==> src/rtl/pc_unit.sv <==
// RV32I fetch-stage program counter: next-PC selection (trap > redirect > stall > sequential),
// valid/ready fetch handshake, misaligned-redirect fault state and a saturating fetch counter.
module pc_unit #(
  parameter int unsigned     XLEN      = 32,
  parameter int unsigned     INC       = 4,
  parameter logic [XLEN-1:0] RESET_VEC = '0,
  parameter int unsigned     CNT_W     = 32
) (
  input  logic             clk,
  input  logic             rst,
  input  logic             stall,
  input  logic             redirect_valid,
  input  logic [XLEN-1:0]  redirect_target,
  input  logic             trap_valid,
  input  logic [XLEN-1:0]  trap_vector,
  input  logic             fetch_ready,
  output logic             fetch_valid,
  output logic [XLEN-1:0]  pc,
  output logic [XLEN-1:0]  pc_plus_inc,
  output logic             fault,
  output logic [CNT_W-1:0] fetch_count
);

  // INC is 2 or 4, so the low ALIGN_W target bits must be zero
  localparam int unsigned ALIGN_W = $clog2(INC);

  typedef enum logic [1:0] {
    BOOT  = 2'd0,
    RUN   = 2'd1,
    FAULT = 2'd2
  } state_e;

  state_e           state_q;
  logic [XLEN-1:0]  pc_q;
  logic             fetch_valid_q;
  logic             fault_q;
  logic [CNT_W-1:0] fetch_count_q;
  logic             misaligned;

  assign misaligned  = redirect_target[ALIGN_W-1:0] != '0;
  assign pc_plus_inc = pc_q + XLEN'(INC);

  always_ff @(posedge clk or posedge rst) begin
    if (rst) begin
      state_q       <= BOOT;
      pc_q          <= RESET_VEC;
      fetch_valid_q <= 1'b0;
      fault_q       <= 1'b0;
      fetch_count_q <= '0;
    end else begin
      case (state_q)
        // one bubble after reset release
        BOOT: begin
          state_q       <= RUN;
          fetch_valid_q <= 1'b1;
        end
        RUN: begin
          if (trap_valid) begin
            pc_q <= trap_vector;
          end else if (redirect_valid && misaligned) begin
            state_q       <= FAULT;
            fetch_valid_q <= 1'b0;
            fault_q       <= 1'b1;
          end else if (redirect_valid) begin
            pc_q <= redirect_target;
          end else if (!stall && fetch_ready) begin
            // accepted fetch: advance and count, holding at all-ones
            pc_q <= pc_plus_inc;
            if (fetch_count_q != '1) begin
              fetch_count_q <= fetch_count_q + CNT_W'(1);
            end
          end
        end
        FAULT: begin
          if (trap_valid) begin
            pc_q          <= trap_vector;
            state_q       <= RUN;
            fetch_valid_q <= 1'b1;
            fault_q       <= 1'b0;
          end
        end
        default: begin
          state_q       <= BOOT;
          fetch_valid_q <= 1'b0;
          fault_q       <= 1'b0;
        end
      endcase
    end
  end

  assign pc          = pc_q;
  assign fetch_valid = fetch_valid_q;
  assign fault       = fault_q;
  assign fetch_count = fetch_count_q;

endmodule

==> config.mk <==
export PLATFORM = sky130hd
export DESIGN_NAME = pc_unit
export DESIGN_NICKNAME = d
export VERILOG_FILES = /design/src/rtl/pc_unit.sv
export SDC_FILE = /design/constraint.sdc
export NUM_CORES = 1
export LEC_CHECK = 0
export BUFFER_PORTS_ARGS = -buffer_cell sky130_fd_sc_hd__buf_4
export CORE_UTILIZATION = 40
export CTS_CLUSTER_DIAMETER = 80
export CTS_CLUSTER_SIZE = 30
export DETAILED_ROUTE_END_ITERATION = 8
export HOLD_SLACK_MARGIN = 0.06
export PLACE_DENSITY = 0.67
export SLEW_MARGIN = 10
export SYNTH_ARGS = -nofsm -noshare
export SYNTH_HDL_FRONTEND = slang
export SYNTH_SLANG_ARGS = --single-unit
==> constraint.sdc <==
create_clock -name clk -period 3.4 [get_ports clk]
set_input_delay 0.17 -clock clk [delete_from_list [all_inputs] [get_ports clk]]
set_output_delay 0.17 -clock clk [all_outputs]
set_load 0.02 [all_outputs]
### After elaboration in Yosys (flattened, before gate mapping)

Index checks and enable logic that the tools add are counted.

| storage, ports and cells | value |
|---|---|
| bits in registers | 68 |
| input port bits | 70 |
| output and inout port bits | 98 |
| logic and storage cells | 47 |

| cells by class | value |
|---|---|
| add/sub/neg operators | 2 |
| equal/unequal tests | 8 |
| mux-type cells | 18 |
| bitwise gates (word level) | 4 |
| reductions and logical operators | 10 |

Operator list:

| operator | number |
|---|---|
| two-way mux 32 bit | 5 |
| case mux 32 bit (2 select lines) | 1 |
| adder 32 x 1 -> 32 bit, second input constant | 1 |
| adder 32 x 3 -> 32 bit, second input constant | 1 |
| inequality test 32 bit, second input constant | 1 |
| AND reduction 4 bit | 2 |
| two-way mux 1 bit | 6 |
| two-way mux 2 bit | 3 |
| inequality test 2 bit, second input constant | 3 |
| case mux 1 bit (3 select lines) | 2 |
| case mux 2 bit (3 select lines) | 1 |
| AND reduction 6 bit | 1 |
| inequality test 4 bit, second input constant | 1 |
| inverter 1 bit | 4 |
| nonzero test 2 bit | 2 |
| inequality test 3 bit, second input constant | 1 |
| AND reduction 3 bit | 1 |
| equality test 2 x 1 -> 1 bit, second input constant | 1 |
| equality test 2 bit, second input constant | 1 |
| logical AND 1 bit | 2 |
| logical NOT 2 bit | 1 |
| logical NOT 1 bit | 1 |

### Logic depth before layout (Yosys ltp)

Gate-level depths: netlist of run 1.

| depth | value |
|---|---|
| depth in word-level cells | 7 |
| gate-level depth with buffers | 9 |
| gate-level depth less buffers | 7 |

### Worst setup path before layout of run 1

Ideal clock, no wire load.

| path | value |
|---|---|
| kind | register to register |
| start point | register fetch_count_q[12], in the netlist fetch_count[12] |
| end point | register fetch_count_q[1], in the netlist fetch_count[1] |
| setup time | 125 ps |
| data arrival time | 2,260 ps |
| required time | 3,275 ps |
| path slack | 1,015 ps |
| cell stages (with the launch flop) | 7 |
| buffers on the path | 1 |
| clock period less this slack | 2,385 ps |
| cells stage by stage | dfrtp_1 nand3_2 or4_4 or4b_4 buf_6 nand2_4 mux2_4 |

| on the way | value |
|---|---|
| cells in the longest elaborated chain, start to end | 2 |

Ends and longest elaborated chain:

| item | line | RTL |
|---|---|---|
| start, declared | 37 | `logic [CNT_W-1:0] fetch_count_q;` |
| start signal, assigned | 70 | `fetch_count_q <= fetch_count_q + CNT_W'(1);` |
| inequality test 32 bit | 69 | `if (fetch_count_q != '1) begin` |
| AND reduction 6 bit (no line) | - |  |

Every way passes these cells.
A chain may end at the register's enable or synchronous reset.

### Worst setup path in the final report of run 1

| path | value |
|---|---|
| start point | register pc_q[2], in the netlist pc[2] |
| end point | output pc_plus_inc[18] |

| on the way | value |
|---|---|
| cells in the longest elaborated chain, start to end | 1 |

Ends and longest elaborated chain:

| item | line | RTL |
|---|---|---|
| start, declared | 34 | `logic [XLEN-1:0] pc_q;` |
| start signal, assigned | 59 | `pc_q <= trap_vector;` |
| start signal, assigned | 65 | `pc_q <= redirect_target;` |
| start signal, assigned | 68 | `pc_q <= pc_plus_inc;` |
| adder 32 x 3 -> 32 bit | 41 | `assign pc_plus_inc = pc_q + XLEN'(INC);` |
| end, declared | 19 | `output logic [XLEN-1:0] pc_plus_inc,` |

Every way passes these cells.

==> results of run 1 <==
-- per-stage QoR --
step	utilization, %	setup WS [ps]
2_1_floorplan	-	1010
3_3_place_gp	54.5	1010
3_5_place_dp	54.5	914
4_1_cts	56.7	535
5_1_grt	56.7	302
6_report	56.7	522
-- state kept, by name (all words and copies together) (netlist names) --
signal	count
fault	1
state_q	2
fetch_count	32
pc	32
-- layout make-up --
| class | instances | share of cell area (%) |
|---|---|---|
| clock buffer | 10 | 2.32 |
| inverter | 21 | 1.33 |
| timing repair buffer | 178 | 22.7 |
| multi-input combinational | 381 | 41.8 |
| sequential | 67 | 28.3 |
| clock inverter | 5 | 0.675 |
| tap | 136 | 2.87 |
-- kinds of logic (layout without fill, tap and decap cells) --
| logic type | Yosys count | in the layout |
|---|---|---|
| AOI/OAI and AO/OA | 92 | 92 |
| xor gates and xnor gates | 58 | 58 |
| adders and majority gates | 5 | 5 |
| buffers and inverters | 49 | 214 |
| DFF | 67 | 67 |
| muxes | 15 | 15 |
| and+or+nand+nor | 211 | 211 |
-- synthesized netlist by cell type (2+ instances only) --
master / n
buf_6: 2
clkbuf_1: 20
xnor2_1: 35
or3_1: 4
dfrtp_1: 67
a311o_1: 4
a211oi_1: 2
nor3_1: 15
o31a_1: 3
o22ai_1: 4
nand4_1: 20
o21bai_1: 2
nand2b_1: 8
o2bb2ai_1: 4
inv_1: 21
buf_2: 3
nand2_1: 46
ha_1: 5
and2_1: 12
nor2_1: 35
and3_1: 16
or2_2: 2
o31ai_1: 2
o21ai_0: 21
a21oi_1: 24
nand2_4: 2
nor4b_1: 2
a2bb2oi_1: 3
o211ai_1: 10
mux2_2: 2
nand3_1: 26
xor2_1: 23
and4_1: 3
a221oi_1: 4
mux2i_1: 12
a31oi_1: 2
nor4_1: 9
buf_4: 3
nor4_2: 2
-- layout by cell type, fill, tap and decap left out, types with 8 or more instances in the layout --
cell and count:
mux2i_1 12, a21oi_1 24, buf_4 173, o21ai_0 21
o211ai_1 10, xor2_1 23, and2_1 12, clkbuf_8 10
nand2_1 46, dfrtp_1 67, nand3_1 26, xnor2_1 35
inv_1 20, nor2_1 35, and3_1 16, nor3_1 15
nand4_1 20, nand2b_1 8, nor4_1 9
-- metal layers --
layer	part of all wire, %	vias to the layer above	global-route usage, %
li1	-	2093	-
met1	40	2134	30.0
met2	49	203	42.1
met3	9.3	23	6.99
met4	1.8	0	7.14
met5	0	-	0
-- worst paths after layout --
kind                                start              end
setup / recovery                    pc[2]  pc_plus_inc[18]
hold / removal             trap_vector[4]            pc[4]
setup reg to reg               state_q[0]           pc[19]
hold reg to reg            fetch_count[8]   fetch_count[8]
max in group asynchronous             rst   fetch_count[9]
min in group asynchronous             rst            pc[8]
-- worst min-delay path, delay by kind of cell --
kind	cells	cell delay, ps
AO/OA/AOI/OAI	1	70
AND/OR/NAND/NOR	1	50
buffers and inverters	1	110
-- power groups by stage --
stage	Sequential, mW	Combinational [mW]	Clock (mW)
floorplan	1.55	1.30	0
global placement	1.37	2.52	0
detailed placement	1.39	2.54	0
CTS	1.37	2.55	0.634
global route	1.41	2.74	0.661
finish	1.38	2.54	0.619
-- repair_timing --
action	4_1_cts	5_1_grt
hold endpoints to repair	39	0
hold buffers	5	0
buffers inserted	0	0
gates resized for setup	0	0
==> flow_summary.json, run 1 <==
{
  "fin_nets": 733,
  "syn2layout_area_growth_pct": 35.9,
  "slew_viol_final": 0,
  "synth_top_cell_area_share_pct": 38.4,
  "root_buffer": "clkbuf_8",
  "synth_top_family_by_area": "simple AND/OR/NAND/NOR gates",
  "synthAdderAreaFrac_pct": 1.43,
  "dp.cells": 778,
  "grt_pass1_vias": 4306,
  "placedInstanceArea_mm2": 0.00570,
  "pwr-share-comb_pct": 56.0,
  "antenna_found_initial": 0,
  "worst_ep_required_time_ps": 3230,
  "vias_per_cell": 5.58,
  "cp.buffers_inverters": 1,
  "antenna_cells": 0,
  "hp-class": "primary input to flip-flop",
  "drive_above_1_share_pct": 30.8,
  "clockBufferDepth": 2,
  "start_util_pct": 41.7,
  "critPathArrivalTime_ps": 2710,
  "cts_buffers": 9,
  "cts_tree": "yes",
  "die_h_um": 106,
  "gp_congestion": 0.882,
  "p_sw_mw": 2.15,
  "setup_viol": 0,
  "synth_compound_area_share_pct": 13.9,
  "pwr-share-seq_pct": 30.4,
  "critPathTopFamily": "simple AND/OR/NAND/NOR gates",
  "avgSynthCellArea_um2": 8.78,
  "synthXorXnorAreaFrac_pct": 11.6,
  "path_depth": 6,
  "cpMaxStageDelayCell": "nor4_1",
  "tightest_slew_ps": 1000,
  "rows": 37,
  "powerDensity_mw_per_mm2": 765,
  "grt_pass1_wl_mm": 22.0,
  "numClockSinks": 67,
  "fin_crit_ps": 2880,
  "yosys-top-cells-area": "dfrtp_1 (38%), xnor2_1 (7.0%), xor2_1 (4.6%)",
  "yosys.area_share.simple_pct": 26.1,
  "vias": 4453,
  "muxShareOfSynthArea_pct": 3.61,
  "final_cells": 798,
  "p_int_mw": 2.38,
  "drv_cap": 0,
  "critical-path-max-stage-delay_ps": 580,
  "min_path_cells": 3,
  "worstPathCellList": "ha_1 > nand3_1 > nor4_1 > a21boi_0 > or2_2 > buf_4",
  "first_pass_iters": 5,
  "htreeDepth": 3,
  "reg2reg_depth": 6,
  "clock_skew_ps": 13.0,
  "reg2reg_slack_ps": 860,
  "sw_frac_of_total_pct": 47.5,
  "total_power_mw": 4.54,
  "max_slew_margin_pct": 33.2,
  "routedWlPerCell_um": 17.3,
  "fin_crit_sh_pct": 84.7,
  "multiInputGateArea_mm2": 0.00248,
  "synth_enable_flop_cells": 0,
  "overflow": 0,
  "syn_nets": 572,
  "die_area_mm2": 0.0113,
  "crit_path_start_kind": "flip-flop",
  "setup-tns-final_ps": 0,
  "drtIter0Drc": 207,
  "synthesis.area_mm2": 0.00436,
  "grt_use_total_pct": 24.6,
  "critPathKind": "flip-flop to output pin",
  "worst-path-max-fanout": 8,
  "hold_violations": 0,
  "fmax_mhz": 347,
  "core_area_mm2": 0.0105,
  "dpl.hpwl_mm": 10.3,
  "grt_start_max_net_pins": 39,
  "drtAntennaViolNets": 0,
  "nFillCells": 968,
  "seqCellArea_mm2": 0.00168,
  "status": "completed",
  "final_area_mm2": 0.00593,
  "wl_mm": 13.8,
  "insertion_delay_ps": 350,
  "clkPwrFrac_pct": 13.6,
  "synth-seq-cells": 67,
  "pin_count": 168,
  "leakage_nw": 2.74,
  "cp-end-kind": "output pin",
  "irDropWorstVdd_mv": 0.393,
  "yosys.area.top_type": "dfrtp_1",
  "hold_slack_ps": 86.3,
  "clk_pin_slew_worst_paths_ps": 80,
  "synth-main-ff-cell": "dfrtp_1",
  "yosysWarnings": 0,
  "port_buffers": 167,
  "rsz0062_at_grt": "no",
  "die_w_um": 106,
  "synthArstFlopShare_pct": 100,
  "drcViolationCount": 0,
  "synth_cell_types": 56,
  "yosysSeqAreaShare_pct": 38.4,
  "synthCells": 497
}
(Power assumes the default switching activity.)
==> run 2, diff against run 1 <==
- PLACE_DENSITY: 0.67 -> 0.7
- clock period: 3.4 -> 2.6 ns (I/O delays scaled with it)
==> run 2 against run 1 <==
Cell area rose by 5.3%. Power grew 39%. Sequential cell count is the same. Hold slack worse by 12 ps. Routed wire length is 2.8% higher.
==> flow_summary.json, run 2 (same netlist as run 1, synthesis figures left out) <==
{
  "vias_per_cell": 5.45,
  "hold_violations": 0,
  "irDropWorstVdd_mv": 0.648,
  "clk_pin_slew_worst_paths_ps": 70,
  "clockBufferDepth": 2,
  "routedWlPerCell_um": 17.4,
  "whs_endpoint": "pc[12]",
  "r2r_end": "fetch_count[1]",
  "cts_buffers": 9,
  "wl_met3_mm": 1.21,
  "reg2reg_slack_ps": 190,
  "hp-start": "trap_vector[12]",
  "drive_above_1_share_pct": 33.3,
  "core_area_mm2": 0.0105,
  "fin_crit_sh_pct": 97.1,
  "fin_nets": 752,
  "cp-end-kind": "output pin",
  "die_w_um": 106,
  "wl_met2_mm": 6.90,
  "critPathArrivalTime_ps": 2400,
  "rows": 37,
  "max_slew_margin_pct": 54.2,
  "total_power_mw": 6.33,
  "antenna_found_initial": 0,
  "top_layer": "met4",
  "syn2layout_area_growth_pct": 43.1,
  "numClockSinks": 67,
  "root_buffer": "clkbuf_8",
  "setup_viol": 0,
  "reg2reg_depth": 5,
  "dpl.hpwl_mm": 10.3,
  "post_cts_buffers": 0,
  "powerDensity_mw_per_mm2": 1010,
  "cp.buffers_inverters": 2,
  "insertion_delay_ps": 350,
  "status": "completed",
  "first_pass_iters": 5,
  "nFillCells": 940,
  "worst-path-max-fanout": 5,
  "worstPathCellList": "nand4_1 > or4_4 > or3_4 > xor2_4 > inv_1 > buf_4",
  "final_area_mm2": 0.00624,
  "die_area_mm2": 0.0113,
  "die_h_um": 106,
  "r2r_start": "fetch_count[13]",
  "tightest_slew_ps": 686,
  "gp_congestion": 0.883,
  "fin_crit_ps": 2530,
  "port_buffers": 167,
  "grt_start_max_net_pins": 39,
  "utilization_pct": 59.7,
  "grt_use_total_pct": 25.2,
  "slew_viol_final": 0,
  "critPathKind": "flip-flop to output pin",
  "cpMaxStageDelayCell": "or4_4",
  "pin_count": 168,
  "hp-class": "primary input to flip-flop",
  "grt_pass1_vias": 4314,
  "start_util_pct": 41.7,
  "fmax_mhz": 396,
  "min_path_cells": 3,
  "vias": 4457,
  "htreeDepth": 3,
  "critical-path-max-stage-delay_ps": 600,
  "drtAntennaViolNets": 0,
  "clock_skew_ps": 4.81,
  "mostFrequentLayoutCell": "buf_4",
  "crit_path_start_kind": "flip-flop",
  "worst_ep_required_time_ps": 2470,
  "drtIter0Drc": 344,
  "leakage_nw": 2.91,
  "drcViolationCount": 0,
  "rsz0062_at_grt": "no",
  "overflow": 0,
  "critPathTopFamily": "simple AND/OR/NAND/NOR gates",
  "layout_common_cells": "buf_4 (184), dfrtp_1 (64), nand2_1 (46)",
  "drv_cap": 0,
  "cts_tree": "yes",
  "placedInstanceArea_mm2": 0.00583,
  "grt_pass1_wl_mm": 22.2,
  "wl_met1_mm": 5.91,
  "hold_slack_ps": 73.9,
  "wl_mm": 14.2,
  "antenna_cells": 0
}
run 2: cell types whose count changed in the layout (fill, tap and decap cells not counted), sizes merged:
| cell | delta |
|---|---|
| buf | +13 |
| bufinv | +2 |
| clkbuf | +2 |
| clkinv | -1 |
| clkinvlp | -2 |
| dlygate4sd3 | +6 |
run 2: timing repair:
item	4_1_cts	5_1_grt
pin swaps	0	2
endpoints found under the hold margin	40	0
gates resized for setup	2	12
setup endpoints to repair	1	15
hold buffers	11	0
run 2: worst register-to-register path, stage by stage, from the launching register on:
cell	delay [ps]
dfrtp_1	460
nand3_2	180
or4_4	590
or4b_4	650
nand2_4	140
mux2_4	290
run 2: report_power, final:
part | switching (mW) | internal (mW)
Sequential | 0.424 | 1.34
Combinational | 2.05 | 1.52
Clock | 0.407 | 0.591
Total | 2.88 | 3.45
run 2: cell type report:
class	count	area [um2]	area share, %
Inverter	21	78.8	1.26
Multi-Input combinational cell	381	2560	40.9
Timing Repair Buffer	197	1530	24.5
Clock inverter	4	72.6	1.16
Clock buffer	12	155	2.48
Sequential cell	67	1680	26.9
Tap cell	136	170	2.72
run 2: stage by stage:
stage               TNS [ps]  cells  worst slack [ps]
detailed placement         0    791               222
finish                     0    818              74.6
global route               0    818              5.86
CTS                    -2.78    818             -2.78
global placement           0    791               289
floorplan                  0    497               215
run 2: per-layer routing:
| layer | global-route usage, % | vias to the layer above |
|---|---|---|
| met3 | 7.66 | 21 |
| met5 | 0 | - |
| met2 | 42.9 | 207 |
| met1 | 30.7 | 2091 |
| met4 | 7.05 | 0 |
| li1 | - | 2138 |
run 2: worst max path at each step:
stage,endpoint,start,cells past startpoint
floorplan,fetch_count[1],fetch_count[12],6
global placement,fetch_count[1],fetch_count[12],5
detailed placement,fetch_count[1],fetch_count[12],5
CTS,pc_plus_inc[19],pc[6],6
global route,pc_plus_inc[29],pc[7],6
finish,pc_plus_inc[29],pc[7],6
==> run 3, diff against run 2 <==
- CORE_MARGIN: default -> 5
==> run 3 against run 2 <==
Clock power fell by 9.4%. Fmax rose by 1.5%. Critical path depth did not move. Die area rose by 16%. Final cell count rose by 0.12%. Routed wire length rose by 2.8%. Count of clock-buffer cells in the layout fell by 2. Utilization fell by 2.2 points. Clock skew rose by 1.7 ps. Hold slack improved by 8.0 ps. Register-to-register slack barely moved. Largest cell class unchanged. Largest power group unchanged. Highest routed layer unchanged.
==> flow_summary.json, run 3 (same netlist as run 1, synthesis figures left out) <==
{
  "status": "completed",
  "cts_tree": "yes",
  "port_buffers": 167,
  "die_h_um": 114,
  "start_util_pct": 40.6,
  "hold_violations": 0,
  "r2r_end": "fetch_count[1]",
  "cts_buffers": 9,
  "grt_start_max_net_pins": 68,
  "startpoint": "pc[19]",
  "crit_path_start_kind": "flip-flop",
  "cp-end-kind": "output pin",
  "fmax_mhz": 402,
  "rsz0062_at_grt": "no",
  "clk_pin_slew_worst_paths_ps": 80,
  "placedInstanceArea_mm2": 0.00581,
  "max_slew_margin_pct": 61.8,
  "root_buffer": "clkbuf_8",
  "htreeDepth": 3,
  "critPathKind": "flip-flop to output pin",
  "antenna_found_initial": 0,
  "r2r_start": "fetch_count[12]",
  "antenna_cells": 0,
  "syn2layout_area_growth_pct": 41.4,
  "tightest_slew_ps": 571,
  "irDropWorstVdd_mv": 0.504,
  "rows": 38,
  "fin_nets": 749,
  "routedWlPerCell_um": 17.8,
  "grt_pass1_wl_mm": 23.1,
  "powerDensity_mw_per_mm2": 1010,
  "critPathArrivalTime_ps": 2360,
  "fin_crit_sh_pct": 95.7,
  "setup_viol": 0,
  "worst-path-max-fanout": 5,
  "die_w_um": 114,
  "first_pass_iters": 7,
  "wl_met3_mm": 1.30,
  "numClockSinks": 67,
  "final_area_mm2": 0.00617,
  "slew_viol_final": 0,
  "drtIter0Drc": 296,
  "clockBufferDepth": 2,
  "wl_mm": 14.6,
  "gp_congestion": 0.918,
  "leakage_nw": 2.86,
  "drtAntennaViolNets": 0,
  "vias": 4458,
  "die_area_mm2": 0.0131,
  "mostFrequentLayoutCell": "buf_4",
  "vias_per_cell": 5.44,
  "fin_crit_ps": 2490,
  "drive_above_1_share_pct": 34.0,
  "worst_ep_required_time_ps": 2470,
  "grt_use_total_pct": 22.0,
  "top_layer": "met4",
  "hp-class": "primary input to flip-flop",
  "reg2reg_slack_ps": 180,
  "core_area_mm2": 0.0107,
  "layout_common_cells": "buf_4 (183), dfrtp_1 (59), nand2_1 (46)",
  "grt_pass1_vias": 4464,
  "drv_cap": 0,
  "drcViolationCount": 0,
  "crit_path_end": "pc_plus_inc[29]",
  "wl_met2_mm": 7.26,
  "wl_met1_mm": 5.91,
  "clock_skew_ps": 6.55,
  "pin_count": 168,
  "reg2reg_depth": 5,
  "dpl.hpwl_mm": 10.8,
  "min_path_cells": 3,
  "hold_slack_ps": 81.9,
  "overflow": 0,
  "setup-tns-final_ps": 0,
  "insertion_delay_ps": 350
}
-- run 3: area by class of cell --
type	instances	area (um2)
clock buffers	10	138
clock inverters	6	65.1
fillers	991	4570
inverters	21	78.8
multi-input cells	381	2510
flip-flops and latches	67	1690
well taps	140	175
repair buffers	194	1510
-- run 3: worst max-delay path, cell delays in order, from the launching register on --
cell and delay [ps]:
dfrtp_1 440, nand3_1 210, or4_4 570, or3_1 400, xor2_2 160, inv_1 70, buf_4 150
-- run 3: how the worst min path moves through the flow --
stage / slack (ps) / endpoint / start
after floorplan: 260 / pc[23] / redirect_target[23]
after global routing: 80 / pc[17] / redirect_target[17]
final: 80 / pc[5] / trap_vector[5]
after CTS: 70 / pc[5] / trap_vector[5]
after detailed placement: 250 / fetch_count[27] / rst
after global placement: 240 / fetch_count[26] / rst
-- run 3: through the flow --
stage | total power [mW] | setup WS, ps | util [%] | std cells
finish | 6.21 | 112 | 57.4 | 819
global placement | 5.17 | 255 | 54.1 | 791
global route | 6.58 | 4.28 | 57.4 | 819
detailed placement | 5.25 | 212 | 54.1 | 791
floorplan | 3.74 | 215 | - | 497
CTS | 6.17 | 51.1 | 56.8 | 815
-- run 3: repair_timing --
| action | 4_1_cts | 5_1_grt |
|---|---|---|
| pin swaps | 0 | 3 |
| setup buffers | 0 | 4 |
| gates resized for setup | 3 | 11 |
| setup endpoints to repair | 2 | 11 |
| hold buffers | 8 | 0 |
| endpoints found under the hold margin | 74 | 0 |
-- run 3: per-layer routing --
| layer | global-route usage (%) | vias to the layer above |
|---|---|---|
| met5 | 0 | - |
| met4 | 4.51 | 0 |
| met3 | 6.50 | 17 |
| met2 | 37.5 | 176 |
| met1 | 27.8 | 2142 |
| li1 | - | 2123 |
-- run 3: power by group --
group          internal [mW]  total [mW]  leakage (nW)  switching (mW)
logic                   1.50        3.50          1.92            2.00
clock network          0.469       0.904         0.102           0.435
registers               1.35        1.81         0.842           0.460
total                   3.32        6.21          2.86            2.89
